**src/rtl/radix_4_div_ctrl_if.sv**
```systemverilog
// Start/finish handshake bundle between the divider client and radix_4_div_ctrl.
//   master: client side (offers operations, accepts results)
//   slave : controller side (accepts operations, returns corrected quotient)
interface radix_4_div_ctrl_if #(
    parameter int unsigned WIDTH = 32,
    parameter int unsigned CNT_W = $clog2(WIDTH / 2 + 1)
) ();
    logic             start_valid_i;
    logic             start_ready_o;
    logic             divisor_is_zero_i;
    logic [CNT_W-1:0] iter_num_i;
    logic             finish_valid_o;
    logic             finish_ready_i;
    logic [WIDTH-1:0] quot_o;

    modport master (
        output start_valid_i, divisor_is_zero_i, iter_num_i, finish_ready_i,
        input  start_ready_o, finish_valid_o, quot_o
    );

    modport slave (
        input  start_valid_i, divisor_is_zero_i, iter_num_i, finish_ready_i,
        output start_ready_o, finish_valid_o, quot_o
    );
endinterface

```
**src/rtl/radix_4_div_ctrl.sv**
```systemverilog
// Sequencing controller for the radix-4 SRT integer divider.
// Walks IDLE -> PRE -> ITER (iter_num cycles) -> POST -> DONE, performs
// on-the-fly quotient conversion from the one-hot digit each ITER cycle and
// selects Q or QM in POST from the final remainder sign.
// Ports:
//   clk, rst          clock, synchronous active-high reset
//   bus (slave)       start valid/ready + operands, finish valid/ready + quot_o
//   quot_dig_i        one-hot digit {+2,+1,0,-1,-2}, consumed in ITER
//   rem_neg_i         final remainder sign, consumed in POST
//   pre_en_o/iter_en_o/post_en_o  datapath phase enables
module radix_4_div_ctrl #(
    parameter int unsigned WIDTH = 32,
    parameter int unsigned CNT_W = $clog2(WIDTH / 2 + 1)
) (
    input  logic                 clk,
    input  logic                 rst,
    radix_4_div_ctrl_if.slave    bus,
    input  logic [4:0]           quot_dig_i,
    input  logic                 rem_neg_i,
    output logic                 pre_en_o,
    output logic                 iter_en_o,
    output logic                 post_en_o
);
    localparam int unsigned HALF = WIDTH / 2;

    typedef enum logic [2:0] {
        IDLE = 3'd0,
        PRE  = 3'd1,
        ITER = 3'd2,
        POST = 3'd3,
        DONE = 3'd4
    } state_t;

    state_t           state;
    logic [CNT_W-1:0] iter_lat;
    logic [CNT_W-1:0] cnt;
    logic [WIDTH-1:0] q;
    logic [WIDTH-1:0] qm;
    logic [WIDTH-1:0] quot;
    logic             finish_valid;
    logic             pre_en;
    logic             iter_en;
    logic             post_en;

    logic [CNT_W-1:0] iter_sat_c;
    logic [WIDTH-1:0] q_nxt_c;
    logic [WIDTH-1:0] qm_nxt_c;

    assign bus.start_ready_o  = (state == IDLE);
    assign bus.finish_valid_o = finish_valid;
    assign bus.quot_o         = quot;
    assign pre_en_o           = pre_en;
    assign iter_en_o          = iter_en;
    assign post_en_o          = post_en;

    // Clamp requested iteration count into 1..WIDTH/2.
    always_comb begin
        iter_sat_c = bus.iter_num_i;
        if (bus.iter_num_i == '0) begin
            iter_sat_c = CNT_W'(1);
        end else if (32'(bus.iter_num_i) > 32'(HALF)) begin
            iter_sat_c = CNT_W'(HALF);
        end
    end

    // On-the-fly conversion; anything not one-hot behaves as digit 0.
    always_comb begin
        q_nxt_c  = {q[WIDTH-3:0], 2'b00};
        qm_nxt_c = {qm[WIDTH-3:0], 2'b11};
        case (quot_dig_i)
            5'b10000: begin
                q_nxt_c  = {q[WIDTH-3:0], 2'b10};
                qm_nxt_c = {q[WIDTH-3:0], 2'b01};
            end
            5'b01000: begin
                q_nxt_c  = {q[WIDTH-3:0], 2'b01};
                qm_nxt_c = {q[WIDTH-3:0], 2'b00};
            end
            5'b00010: begin
                q_nxt_c  = {qm[WIDTH-3:0], 2'b11};
                qm_nxt_c = {qm[WIDTH-3:0], 2'b10};
            end
            5'b00001: begin
                q_nxt_c  = {qm[WIDTH-3:0], 2'b10};
                qm_nxt_c = {qm[WIDTH-3:0], 2'b01};
            end
            default: begin
                q_nxt_c  = {q[WIDTH-3:0], 2'b00};
                qm_nxt_c = {qm[WIDTH-3:0], 2'b11};
            end
        endcase
    end

    // Phase sequencer; enables and finish flag are registered with the state.
    always_ff @(posedge clk) begin
        if (rst) begin
            state        <= IDLE;
            iter_lat     <= '0;
            cnt          <= '0;
            q            <= '0;
            qm           <= '0;
            quot         <= '0;
            finish_valid <= 1'b0;
            pre_en       <= 1'b0;
            iter_en      <= 1'b0;
            post_en      <= 1'b0;
        end else begin
            case (state)
                IDLE: begin
                    if (bus.start_valid_i) begin
                        iter_lat <= iter_sat_c;
                        if (bus.divisor_is_zero_i) begin
                            quot         <= '1;
                            finish_valid <= 1'b1;
                            state        <= DONE;
                        end else begin
                            pre_en <= 1'b1;
                            state  <= PRE;
                        end
                    end
                end
                PRE: begin
                    cnt     <= iter_lat;
                    q       <= '0;
                    qm      <= '1;
                    pre_en  <= 1'b0;
                    iter_en <= 1'b1;
                    state   <= ITER;
                end
                ITER: begin
                    q   <= q_nxt_c;
                    qm  <= qm_nxt_c;
                    cnt <= cnt - CNT_W'(1);
                    if (cnt == CNT_W'(1)) begin
                        iter_en <= 1'b0;
                        post_en <= 1'b1;
                        state   <= POST;
                    end
                end
                POST: begin
                    quot         <= rem_neg_i ? qm : q;
                    post_en      <= 1'b0;
                    finish_valid <= 1'b1;
                    state        <= DONE;
                end
                DONE: begin
                    if (bus.finish_ready_i) begin
                        finish_valid <= 1'b0;
                        state        <= IDLE;
                    end
                end
                default: begin
                    finish_valid <= 1'b0;
                    pre_en       <= 1'b0;
                    iter_en      <= 1'b0;
                    post_en      <= 1'b0;
                    state        <= IDLE;
                end
            endcase
        end
    end

`ifndef SYNTHESIS
    // Flag malformed digits from the sign coder while iterating.
    always @(posedge clk) begin
        if (!rst && state == ITER) begin
            assert ($onehot(quot_dig_i))
            else $warning("radix_4_div_ctrl: non-one-hot quotient digit %b treated as 0", quot_dig_i);
        end
    end
`endif

endmodule

```
**src/flat_wrapper.sv**
```systemverilog
// flat-port wrapper written by rule: the top's interface ports become plain ports
module radix_4_div_ctrl_flat 
#(
    parameter int unsigned WIDTH = 32,
    parameter int unsigned CNT_W = $clog2(WIDTH / 2 + 1)
)
  (clk, rst, quot_dig_i, rem_neg_i, pre_en_o, iter_en_o, post_en_o, bus_start_valid_i, bus_divisor_is_zero_i, bus_iter_num_i, bus_finish_ready_i, bus_start_ready_o, bus_finish_valid_o, bus_quot_o);
  radix_4_div_ctrl_if #(.WIDTH(WIDTH), .CNT_W(CNT_W)) bus_i ();
  input  logic clk;
  input  logic rst;
  input  logic [4:0] quot_dig_i;
  input  logic rem_neg_i;
  output logic pre_en_o;
  output logic iter_en_o;
  output logic post_en_o;
  input wire logic [$bits(bus_i.start_valid_i)-1:0] bus_start_valid_i;
  input wire logic [$bits(bus_i.divisor_is_zero_i)-1:0] bus_divisor_is_zero_i;
  input wire logic [$bits(bus_i.iter_num_i)-1:0] bus_iter_num_i;
  input wire logic [$bits(bus_i.finish_ready_i)-1:0] bus_finish_ready_i;
  output wire logic [$bits(bus_i.start_ready_o)-1:0] bus_start_ready_o;
  output wire logic [$bits(bus_i.finish_valid_o)-1:0] bus_finish_valid_o;
  output wire logic [$bits(bus_i.quot_o)-1:0] bus_quot_o;
  assign bus_i.start_valid_i = bus_start_valid_i;
  assign bus_i.divisor_is_zero_i = bus_divisor_is_zero_i;
  assign bus_i.iter_num_i = bus_iter_num_i;
  assign bus_i.finish_ready_i = bus_finish_ready_i;
  assign bus_start_ready_o = bus_i.start_ready_o;
  assign bus_finish_valid_o = bus_i.finish_valid_o;
  assign bus_quot_o = bus_i.quot_o;
  radix_4_div_ctrl #(.WIDTH(WIDTH), .CNT_W(CNT_W)) u_core (.clk(clk), .rst(rst), .bus(bus_i), .quot_dig_i(quot_dig_i), .rem_neg_i(rem_neg_i), .pre_en_o(pre_en_o), .iter_en_o(iter_en_o), .post_en_o(post_en_o));
endmodule
```
**config.mk**
```make
export PLATFORM = sky130hd
export DESIGN_NAME = radix_4_div_ctrl_flat
export DESIGN_NICKNAME = d
export VERILOG_FILES = /design/src/rtl/radix_4_div_ctrl_if.sv /design/src/rtl/radix_4_div_ctrl.sv /design/src/flat_wrapper.sv
export SDC_FILE = /design/constraint.sdc
export NUM_CORES = 1
export LEC_CHECK = 0
export ABC_AREA = 0
export ABC_CLOCK_PERIOD_IN_PS = 2110
export CAP_MARGIN = 20
export CORE_MARGIN = 10
export CORE_UTILIZATION = 56
export CTS_CLUSTER_DIAMETER = 60
export DETAILED_ROUTE_END_ITERATION = 8
export DONT_BUFFER_PORTS = 1
export PLACE_DENSITY_LB_ADDON = 0.1
export SYNTH_ARGS = -nofsm -noshare
export SYNTH_HDL_FRONTEND = slang
export SYNTH_SLANG_ARGS = --single-unit
```
**constraint.sdc**
```tcl
create_clock -name clk -period 2.11 [get_ports clk]
set_clock_uncertainty 0.1 [all_clocks]
set_input_delay 0.211 -clock clk [delete_from_list [all_inputs] [get_ports clk]]
set_output_delay 0.211 -clock clk [all_outputs]
set_load 0.005 [all_outputs]
```
Word level (Yosys, flattened, before mapping) --
Index checks and enable logic that the tools add are counted.
Cells by class: add/subtract/negate cells 1, order comparisons 1, equal/unequal tests 14, muxes and demuxes 27, bitwise gates (word level) 4, reduce and logical (&&, ||, !) cells 15
Operators by type and width (count):
- $pmux W32 S4 | 2
- $pmux W32 S2 | 3
- $mux W32 | 3
- $pmux W3 S5 | 1
- $mux W3 | 4
- $eq A5 B1 Y1 const B | 2
- $mux W5 | 2
- $pmux W5 S2 | 1
- $reduce_and A3 Y1 | 3
- $reduce_or A3 Y1 | 3
- $ne A2 B2 Y1 const B | 4
- $mux W1 | 7
- $eq A3 B2 Y1 const B | 2
- $reduce_and A2 Y1 | 3
- $eq A5 B2 Y1 const B | 1
- $eq A5 B4 Y1 const B | 1
- $eq A5 B5 Y1 const B | 1
- $gt A5 B5 Y1 const B | 1
- $logic_not A5 Y1 | 1
- $sub A5 B1 Y5 const B | 1
- $not A1 Y1 | 4
- $pmux W1 S2 | 2
- $pmux W1 S4 | 1
- $reduce_and A4 Y1 | 1
- 7 further kinds | 8
Word-level totals: bits in registers 113, word-level logic and storage cells 72

Depth between registers and ports, before layout --
Gate-level depths: netlist of the first run.
depth in word-level cells 4, gate-level depth with buffers 6, mapped depth without buffers 5

Least setup slack after synthesis of the first run --
No wires, ideal clock.
path type register to register, start register u_core.cnt[0], end register u_core.iter_en (netlist: u_core.iter_en_o), arrival 1.332 ns, data required time 1.878 ns, setup slack 0.546 ns, cell stages (with the launch flop) 5, period minus slack after synthesis 1.564 ns, cell sequence dfxtp_1 ha_1 or4b_2 o211ai_1 a21oi_1
On the way: word-level cells in the longest chain between the ends 3
RTL lines:
- start: declaration | RTL line radix_4_div_ctrl.sv:36 | logic [CNT_W-1:0] cnt;
- start signal: assignment | RTL line radix_4_div_ctrl.sv:123 | cnt <= iter_lat;
- start signal: assignment | RTL line radix_4_div_ctrl.sv:133 | cnt <= cnt - CNT_W'(1);
- $eq A5 B1 Y1 | RTL line radix_4_div_ctrl.sv:134 | if (cnt == CNT_W'(1)) begin
- $ne A2 B1 Y1 (no line)
- $reduce_and A2 Y1 (no line)
- end signal: assignment | RTL line radix_4_div_ctrl.sv:127 | iter_en <= 1'b1;
- end signal: assignment | RTL line radix_4_div_ctrl.sv:135 | iter_en <= 1'b0;
- end signal: assignment | RTL line radix_4_div_ctrl.sv:155 | iter_en <= 1'b0;
- end: declaration | RTL line radix_4_div_ctrl.sv:42 | logic iter_en;
No other way between the ends. A chain may end at the register's enable or synchronous reset.

Worst setup path after layout of the first run --
start register u_core.state[1], end output port bus_start_ready_o
On the way: word-level cells in the longest chain between the ends 1
RTL lines:
- start: declaration | RTL line radix_4_div_ctrl.sv:34 | state_t state;
- start signal: assignment | RTL line radix_4_div_ctrl.sv:97 | state <= IDLE;
- start signal: assignment | RTL line radix_4_div_ctrl.sv:115 | state <= DONE;
- start signal: assignment | RTL line radix_4_div_ctrl.sv:118 | state <= PRE;
- $logic_not A3 Y1 | RTL line radix_4_div_ctrl.sv:49 | assign bus.start_ready_o = (state == IDLE);
- end: declaration | RTL line flat_wrapper.sv:20 | output wire logic [$bits(bus_i.start_ready_o)-1:0] bus_start_ready_o;
No other way between the ends.

==> impl_metrics.toml, run 1 <==
[sta]
worst-slew-pin-transition_ns = 1.02
setup_viol_count_final = 0
finalWorstSetupSlack_ns = 0.210
unrepaired_setup_endpoints_after_global_routing = "no"
min_period_ns = 1.90
min_period_over_period_pct = 90.1
achievable-frequency_mhz = 526
drv_slew = 0
slew-limit-headroom_pct = 31.7
totalNegativeSetupSlack_ns = 0
hold-worst-slack_ns = 0.0382
final_report_hold_violation_count = 0

[clocking]
numCtsBuffers = 17
cts.reportedPaths.clkPinSlew_ns = 0.05
clock_tree.root_cell = "clkbuf_8"
h-tree-depth = 4
clock_latency_ns = 0.52
cts-root-to-sink-buffers = 2
numClockSinks = 113
clock_tree_from_tritoncts = "built"

[setup_path]
crit_path_top_delay_cell = "dfxtp_1"
worst_path_dominant_cell_family = "flip-flops"
regToRegStartpoint = "u_core.state[2]$_SDFFE_PP0P_"
worstPathMaxFanout = 13
worst_r2r_endpoint = "u_core.qm[29]$_SDFFE_PP0P_"
biggest_cell_delay_along_the_critical_path_ns = 0.61
arrival_ns = 1.59
worstPathRequired_ns = 1.80
timing.reg2reg.setup_slack_ns = 0.24
critPathLaunchType = "flop"
cp_cell_sequence = "buf_4, nor3_1, buf_4"
critical_path.n_buffers_inverters = 2
worstSetupPathType = "reg2out"
timing.critical_path.mode_cell = "buf_4"
timing.critical_path.to_type = "output pin"
rr_worst_depth = 5

[power]
irDropWorstVdd_mv = 0.528
design_power_total_mw = 5.86
power.leakage_nw = 2.13
power.density_cell_area_mw_per_mm2 = 909

[synthesis]
mapped_area_mm2 = 0.00565
synth.ff_latch_count = 113
ys_dominant_reg_cell = "dfxtp_1"
synth_top_cells_by_area = "dfxtp_1 (40%), o221ai_2 (8.0%), mux2i_1 (5.7%)"
seq_total_area_yosys_pct = 40.0
syn-mean-instance-area_um2 = 8.91
ys_types = 46
number_of_instances_in_the_synthesized_netlist = 634
post-synth-top-area-fraction_pct = 40.0
postSynthNetCount = 652
synthesis.yosys.warnings = 0
number_of_enable_type_register_cells_in_the_synthesized_netlist = 0
post-synth-top-area-cell = "dfxtp_1"
synth-async-reset-ratio_pct = 0

[min_path]
hp-class = "in2reg"
hp-start = "bus_start_valid_i"
min_delay_worst_endpoint = "u_core.iter_lat[1]$_SDFFE_PP0P_"
min_delay_path_depth = 3

[cells_and_area]
final_layout_size_suffix_gt1_share_pct = 15.4
nets = 643
antenna-diode-count = 0
stdcell_count = 768
mostFrequentLayoutCells = "dfxtp_1 (112), inv_1 (69), a21oi_1 (45)"
mostFrequentLayoutCell = "dfxtp_1"
finish.utilization_pct = 65.6
synthToLayoutAreaGrowth_pct = 14.1
finish.instance_area_mm2 = 0.00644

[detailed_routing]
route.vias.total = 4959
totalWireLength_mm = 15.3
drtAntennaViolNets = 0
wl_per_cell_um = 20.0
number_of_design_rule_violations_left_by_the_first_detailed_router_iteration = 505
first_pass_iters = 5
post-route-drc-count = 0
routed_via_density = 6.46

[place]
numPlacedInstances = 719
gp_congestion = 0.841
dp_hpwl_mm = 8.72
port_buf_inserts = 0
place_area_mm2 = 0.00574
pre_cts_ws_ns = 0.140

[floorplanning]
die_area_mm2 = 0.0145
die_width_um = 120
io_pins = 53
die_h_um = 120
start_util_pct = 57.5
core_area_mm2 = 0.00982
fp-row-count = 36

[global_routing]
overflow = 0
gr-usage-all-layers_pct = 21.3
initial_antenna_violation_count = 0
first_pass_grt_wire_length_mm = 25.3
pin_count_of_the_biggest_net_entering_global_routing = 81
first_global_vias = 4824

[run_status]
outcome = "completed"

[flow_run]
maxCapViolCount = 0
-- sequential cells by signal (all words and copies together) (netlist names) --
register,count
u_core.cnt,5
u_core.iter_en_o,1
u_core.post_en_o,1
u_core.q,32
u_core.iter_lat,5
u_core.pre_en_o,1
u_core.bus.finish_valid_o,1
u_core.state,3
u_core.qm,32
u_core.bus.quot_o,32
-- worst register-to-register path, stage by stage (launching register included) --
cell and delay (ns):
dfxtp_1 0.54, buf_4 0.26, clkinv_1 0.27, buf_4 0.31, a21oi_1 0.17, a311oi_1 0.07
-- timing repair --
action / in CTS / in global routing
endpoints found under the hold margin: 83 / 0
gates resized for setup: 0 / 1
hold buffers: 17 / 0
setup endpoints to repair: 0 / 8
setup buffers: 0 / 3
-- worst max path at each step --
stage                                       startpoint  cells after the start                            end
final                     u_core.state[1]$_SDFFE_PP0P_                      3              bus_start_ready_o
after global routing      u_core.state[1]$_SDFFE_PP0P_                      3              bus_start_ready_o
after CTS                 u_core.state[0]$_SDFFE_PP0P_                      3              bus_start_ready_o
after detailed placement  u_core.state[1]$_SDFFE_PP0P_                      3     u_core.qm[29]$_SDFFE_PP0P_
after global placement    u_core.state[1]$_SDFFE_PP0P_                      3     u_core.qm[23]$_SDFFE_PP0P_
after floorplan             u_core.cnt[0]$_SDFFE_PP0P_                      4  u_core.iter_en_o$_SDFFE_PP0P_
-- area by class of cell --
cell class | instances | area [um2]
Clock buffer | 21 | 439
Sequential cell | 113 | 2260
Timing Repair Buffer | 42 | 410
Inverter | 70 | 263
Clock inverter | 8 | 42.5
Fill cell | 845 | 3370
Multi-Input combinational cell | 381 | 2860
Tap cell | 133 | 166
-- Yosys cell counts, types with 3 or more instances --
cell / count
a21oi_1: 45
a221oi_1: 34
a311oi_1: 30
buf_2: 16
buf_6: 4
clkbuf_1: 48
dfxtp_1: 113
inv_1: 69
mux2i_1: 32
nand2_1: 43
nand3_1: 34
nor2_1: 7
nor3_1: 6
o211a_1: 3
o211ai_1: 33
o21ai_0: 40
o221ai_2: 30
xnor2_1: 3
xor2_1: 4
-- kinds of logic (layout without fill, tap and decap cells) --
family | after synthesis | in the layout | share of synthesized area [%]
XOR/XNOR | 7 | 7 | 1.09
adder cells (fa/ha/maj) | 2 | 2 | 0.443
flip-flops | 113 | 113 | 40.0
buffers and inverters | 140 | 141 | 10.2
AND/OR/NAND/NOR | 113 | 113 | 10.5
AO/OA/AOI/OAI | 227 | 227 | 32.1
multiplexers | 32 | 32 | 5.67
-- power by group --
part	total, mW	internal [mW]	switching [mW]
Combinational	0.933	0.378	0.555
Clock	2.38	1.43	0.946
Sequential	2.55	2.34	0.207
-- routing by layer --
metal | GRT usage [%] | vias to the layer above | share of wire, %
met5 | 0 | - | 0
met4 | 7.39 | 0 | 1.1
met3 | 6.38 | 16 | 7.6
li1 | - | 2351 | -
met2 | 33.5 | 194 | 48
met1 | 27.3 | 2398 | 43
Note: power is estimated with default switching activity, not from simulation.
==> run 2, diff against run 1 <==
Settings changed: ABC_CLOCK_PERIOD_IN_PS 2110 to 1600, SETUP_SLACK_MARGIN from default to 0.5.
Clock period 2.11 ns to 1.6 ns, I/O delays scaled along.
==> run 2 against run 1 <==
Effect of this change:
- the run now ends with negative hold slack, negative setup slack left
- combinational power grew 140%
- setup slack got worse by 0.24 ns
- sequential cell count unchanged
- wire length up 36%
- via count is 17% higher
- first-iteration DRC count grew 53%
- sequential share of layout area fell by 7.0 points
- cell area is 28% higher
- non-clock buffer count increased by 47
- critical endpoint is now u_core.qm[18]$_SDFFE_PP0P_
==> impl_metrics.toml, run 2 (synthesized netlist as in run 1, its figures left out) <==
[run_status]
outcome = "complete, but fails checks"
violations = "negative hold slack, negative setup slack"

[global_routing]
first_global_vias = 5458
overflow = 0
initial_antenna_violation_count = 0
gr-usage-all-layers_pct = 24.8
pin_count_of_the_biggest_net_entering_global_routing = 82
first_pass_grt_wire_length_mm = 29.3

[place]
pre_cts_ws_ns = -0.0163
numPlacedInstances = 728
port_buf_inserts = 0
dp_hpwl_mm = 9.22
place_area_mm2 = 0.00605
gp_congestion = 0.854

[sta]
achievable-frequency_mhz = 614
min_period_ns = 1.63
final_report_hold_violation_count = 79
drv_slew = 0
slew-limit-headroom_pct = 57.8
finalWorstSetupSlack_ns = -0.0276
unrepaired_setup_endpoints_after_global_routing = "yes"
min_period_over_period_pct = 102
hold-worst-slack_ns = -0.420
worst-slew-pin-transition_ns = 0.633
setup_viol_count_final = 36

[detailed_routing]
number_of_design_rule_violations_left_by_the_first_detailed_router_iteration = 773
route.vias.total = 5806
first_pass_iters = 5
wl_per_cell_um = 25.6
routed_via_density = 7.10
post-route-drc-count = 0
totalWireLength_mm = 20.9
drtAntennaViolNets = 0

[setup_path]
biggest_cell_delay_along_the_critical_path_ns = 0.40
timing.critical_path.to_type = "flop"
cp_cell_sequence = "buf_6, xor2_4, buf_12, buf_6, a21oi_1, a311oi_1"
crit_path_top_delay_cell = "dfxtp_4"
worst_path_dominant_cell_family = "buffers and inverters"
arrival_ns = 1.94
critPathLaunchType = "flop"
worstPathRequired_ns = 1.91
worstSetupPathType = "reg2reg"
timing.critical_path.mode_cell = "buf_6"
critical_path.n_buffers_inverters = 3
worstPathMaxFanout = 8

[power]
design_power_total_mw = 9.83
power.density_cell_area_mw_per_mm2 = 1190
irDropWorstVdd_mv = 0.643
power.leakage_nw = 2.99

[cells_and_area]
finish.instance_area_mm2 = 0.00826
synthToLayoutAreaGrowth_pct = 46.1
mostFrequentLayoutCell = "dfxtp_1"
mostFrequentLayoutCells = "dfxtp_1 (72), inv_1 (67), o21ai_0 (37), dfxtp_2 (37)"
nets = 690
finish.utilization_pct = 84.1
final_layout_size_suffix_gt1_share_pct = 44.8
antenna-diode-count = 0
stdcell_count = 818

[clocking]
cts.reportedPaths.clkPinSlew_ns = 0.06
clock_tree_from_tritoncts = "built"
clock_latency_ns = 0.53
cts-root-to-sink-buffers = 2
numCtsBuffers = 17
numClockSinks = 113
post_cts_hold_buffer_count = 9
clock_tree.root_cell = "clkbuf_8"
h-tree-depth = 4

[min_path]
hp-class = "in2reg"

[flow_run]
maxCapViolCount = 0

[floorplanning]
io_pins = 53
die_width_um = 120
die_h_um = 120
die_area_mm2 = 0.0145
start_util_pct = 57.5
core_area_mm2 = 0.00982
fp-row-count = 36
run 2: worst register-to-register path, cell delays in order (launching register included):
cell	delay [ns]
dfxtp_4	0.40
buf_6	0.13
xor2_4	0.19
buf_12	0.15
buf_6	0.13
a21oi_1	0.11
a311oi_1	0.30
run 2: timing repair:
item                                    4_1_cts  5_1_grt
endpoints found under the setup margin      150      150
pin swaps                                    30       58
buffers inserted                             24       11
endpoints found under the hold margin        83       79
cloned                                        7        7
gates resized for setup                     148       67
run 2: metal layers:
metal  wire length [um]  vias to the layer above  global-route usage [%]
met3               1960                      103                    6.28
li1                   -                     2454                       -
met5                  0                        -                       0
met4               1000                        0                    13.0
met1               7590                     2853                    29.1
met2              10400                      396                    41.0
run 2: layout make-up:
type	instances	area, um2
Clock inverter	10	180
Inverter	70	280
Sequential cell	113	2320
Multi-Input combinational cell	381	3630
Clock buffer	22	463
Fill cell	507	1560
Timing Repair Buffer	89	1220
Tap cell	133	166
run 2: through the flow:
| step | TNS, ns | hold WS, ns |
|---|---|---|
| finish | -0.392 | -0.420 |
| global route | -2.97 | -0.427 |
| CTS | -0.00365 | -0.418 |
| detailed placement | -0.0163 | 0.141 |
| global placement | 0 | 0.137 |
| floorplan | 0 | 0.200 |
run 2: power breakdown:
| part | internal, mW | leakage [nW] | switching, mW |
|---|---|---|---|
| Sequential | 3.11 | 0.939 | 0.341 |
| Clock | 2.80 | 0.311 | 1.36 |
| Combinational | 1.07 | 1.74 | 1.15 |
run 2: final timing paths:
kind                                                 startpoint                                 end  slack (ns)  depth (start not counted)
worst min-delay path                                        rst  u_core.bus.quot_o[21]$_SDFFE_PP0P_       -0.42                          1
worst min register to register  u_core.iter_lat[4]$_SDFFE_PP0P_     u_core.iter_lat[4]$_SDFFE_PP0P_        0.36                          2
worst max-delay path               u_core.state[1]$_SDFFE_PP0P_          u_core.qm[18]$_SDFFE_PP0P_       -0.03                          6
worst max register to register     u_core.state[1]$_SDFFE_PP0P_          u_core.qm[18]$_SDFFE_PP0P_       -0.03                          6
==> run 3, diff against run 2 <==
Settings changed: CORE_UTILIZATION 56 to 45, SKIP_CTS_REPAIR_TIMING from default to 1, SLEW_MARGIN from default to 20.
==> run 3 against run 2 <==
Effect of this change:
- the run ends with negative hold slack left
- non-clock buffer count shrank 35
- combinational power down 29%
- critical path depth shrank 3
- setup slack improved by 0.057 ns
- global-route usage fell by 6.7 points
- core utilization down 24 points
- wire length is 18% lower
- maximum frequency up 3.6%
- hold slack better by 0.12 ns
- clock power increased by 1%
- final cell count stayed put
==> impl_metrics.toml, run 3 (synthesized netlist as in run 1, its figures left out) <==
[sta]
min_period_over_period_pct = 98.1
finalWorstSetupSlack_ns = 0.0296
slew-limit-headroom_pct = 59.8
setup_viol_count_final = 0
drv_slew = 0
final_report_hold_violation_count = 81
achievable-frequency_mhz = 637
min_period_ns = 1.57
hold-worst-slack_ns = -0.296
unrepaired_setup_endpoints_after_global_routing = "yes"
worst-slew-pin-transition_ns = 0.603

[floorplanning]
die_width_um = 132
die_area_mm2 = 0.0174
die_h_um = 132
fp-row-count = 40
io_pins = 53
start_util_pct = 46.5
core_area_mm2 = 0.0122

[clocking]
h-tree-depth = 4
clock_tree_from_tritoncts = "built"
cts-root-to-sink-buffers = 2
clock_tree.root_cell = "clkbuf_16"
numClockSinks = 113
cts.reportedPaths.clkPinSlew_ns = 0.05
clock_latency_ns = 0.42
numCtsBuffers = 17

[power]
irDropWorstVdd_mv = 0.739
combPwrFrac_pct = 17.3
seq_power_share_pct = 36.7
cell_internal_pwr_mw = 6.70
switching_power_mw = 2.44
power.density_cell_area_mw_per_mm2 = 1250
power.share.switching_pct = 26.7
power.leakage_nw = 2.40
design_power_total_mw = 9.14
share_clk_of_total_power_pct = 46.1

[detailed_routing]
totalWireLength_mm = 17.1
first_pass_iters = 5
number_of_design_rule_violations_left_by_the_first_detailed_router_iteration = 436
route.vias.total = 5107
post-route-drc-count = 0
wl_per_cell_um = 20.9
routed_via_density = 6.24
drtAntennaViolNets = 0

[global_routing]
gr-usage-all-layers_pct = 18.1
pin_count_of_the_biggest_net_entering_global_routing = 82
first_global_vias = 4876
initial_antenna_violation_count = 0
first_pass_grt_wire_length_mm = 26.2
overflow = 0

[min_path]
hp-start = "rst"
hp-class = "in2reg"

[flow_run]
maxCapViolCount = 0

[run_status]
outcome = "complete, but fails checks"
violations = "negative hold slack"

[cells_and_area]
stdcell_count = 818
final_layout_size_suffix_gt1_share_pct = 25.7
antenna-diode-count = 0
nets = 655
mostFrequentLayoutCell = "dfxtp_1"
mostFrequentLayoutCells = "dfxtp_1 (108), inv_1 (67), a21oi_1 (45)"
finish.instance_area_mm2 = 0.00730
synthToLayoutAreaGrowth_pct = 29.3

[place]
pre_cts_ws_ns = 0.0254
port_buf_inserts = 0
numPlacedInstances = 762
gp_congestion = 0.813
dp_hpwl_mm = 9.21
place_area_mm2 = 0.00607

[setup_path]
cp_cell_sequence = "buf_4, nor3_4, buf_6"
regToRegStartpoint = "u_core.state[0]$_SDFFE_PP0P_"
arrival_ns = 1.31
crit_path_from = "u_core.state[2]$_SDFFE_PP0P_"
crit_path_top_delay_cell = "dfxtp_4"
worstPathMaxFanout = 9
timing.critical_path.to_type = "output pin"
rr_worst_depth = 5
worst_r2r_endpoint = "u_core.bus.quot_o[20]$_SDFFE_PP0P_"
worstSetupPathType = "reg2out"
worst_setup_path_endpoint = "bus_start_ready_o"
critPathLaunchType = "flop"
worstPathRequired_ns = 1.34
biggest_cell_delay_along_the_critical_path_ns = 0.40
timing.reg2reg.setup_slack_ns = 0.06
run 3: cell count changes in the layout (fill, tap and decap cells not counted), sizes merged:
cell and change:
buf -35, bufbuf -1, clkbuf +1, clkinv +2, clkinvlp -1, dlygate4sd3 -1
run 3: area by class of cell:
cell class	count	area [um2]
clock inverter	11	183
clock buffer	21	470
inverter	70	269
tap	168	210
fill	1038	4860
sequential	113	2280
timing repair buffer	54	746
multi-input combinational	381	3150
run 3: power groups by stage:
stage | combinational (mW) | clock, mW | sequential [mW]
after global placement | 1.26 | 0 | 3.41
after global routing | 1.70 | 4.38 | 3.39
after CTS | 1.28 | 4.23 | 3.35
after detailed placement | 1.28 | 0 | 3.41
final | 1.58 | 4.21 | 3.35
after floorplan | 1.05 | 0 | 3.31
run 3: how the worst min path moves through the flow:
| stage | to | slack [ns] | cells after the start |
|---|---|---|---|
| finish | u_core.bus.quot_o[18]$_SDFFE_PP0P_ | -0.30 | 1 |
| global route | u_core.bus.quot_o[17]$_SDFFE_PP0P_ | -0.31 | 1 |
| CTS | u_core.state[2]$_SDFFE_PP0P_ | -0.30 | 1 |
| detailed placement | u_core.state[2]$_SDFFE_PP0P_ | 0.14 | 1 |
| global placement | u_core.state[2]$_SDFFE_PP0P_ | 0.14 | 1 |
| floorplan | u_core.iter_lat[4]$_SDFFE_PP0P_ | 0.20 | 2 |
run 3: worst max-delay path, delay by kind of cell (launching register included):
kind / cells / cell delay (ns)
buffers and inverters: 2 / 0.29
DFF: 1 / 0.40
and+or+nand+nor: 1 / 0.20
run 3: routing by layer:
metal / up-vias / track usage, % / share of wire, %
li1: 2369 / - / -
met1: 2538 / 23.3 / 45
met2: 173 / 27.8 / 47
met3: 27 / 4.95 / 6.3
met4: 0 / 7.48 / 1.6
met5: - / 0 / 0
run 3: through the flow:
stage                     setup TNS (ns)  hold WS, ns  util (%)
after detailed placement               0        0.140      49.9
after floorplan                        0        0.200         -
final                                  0       -0.296      60.1
after CTS                        -0.0730       -0.300      55.3
after global routing            -0.00335       -0.309      60.1
after global placement                 0        0.137      49.9
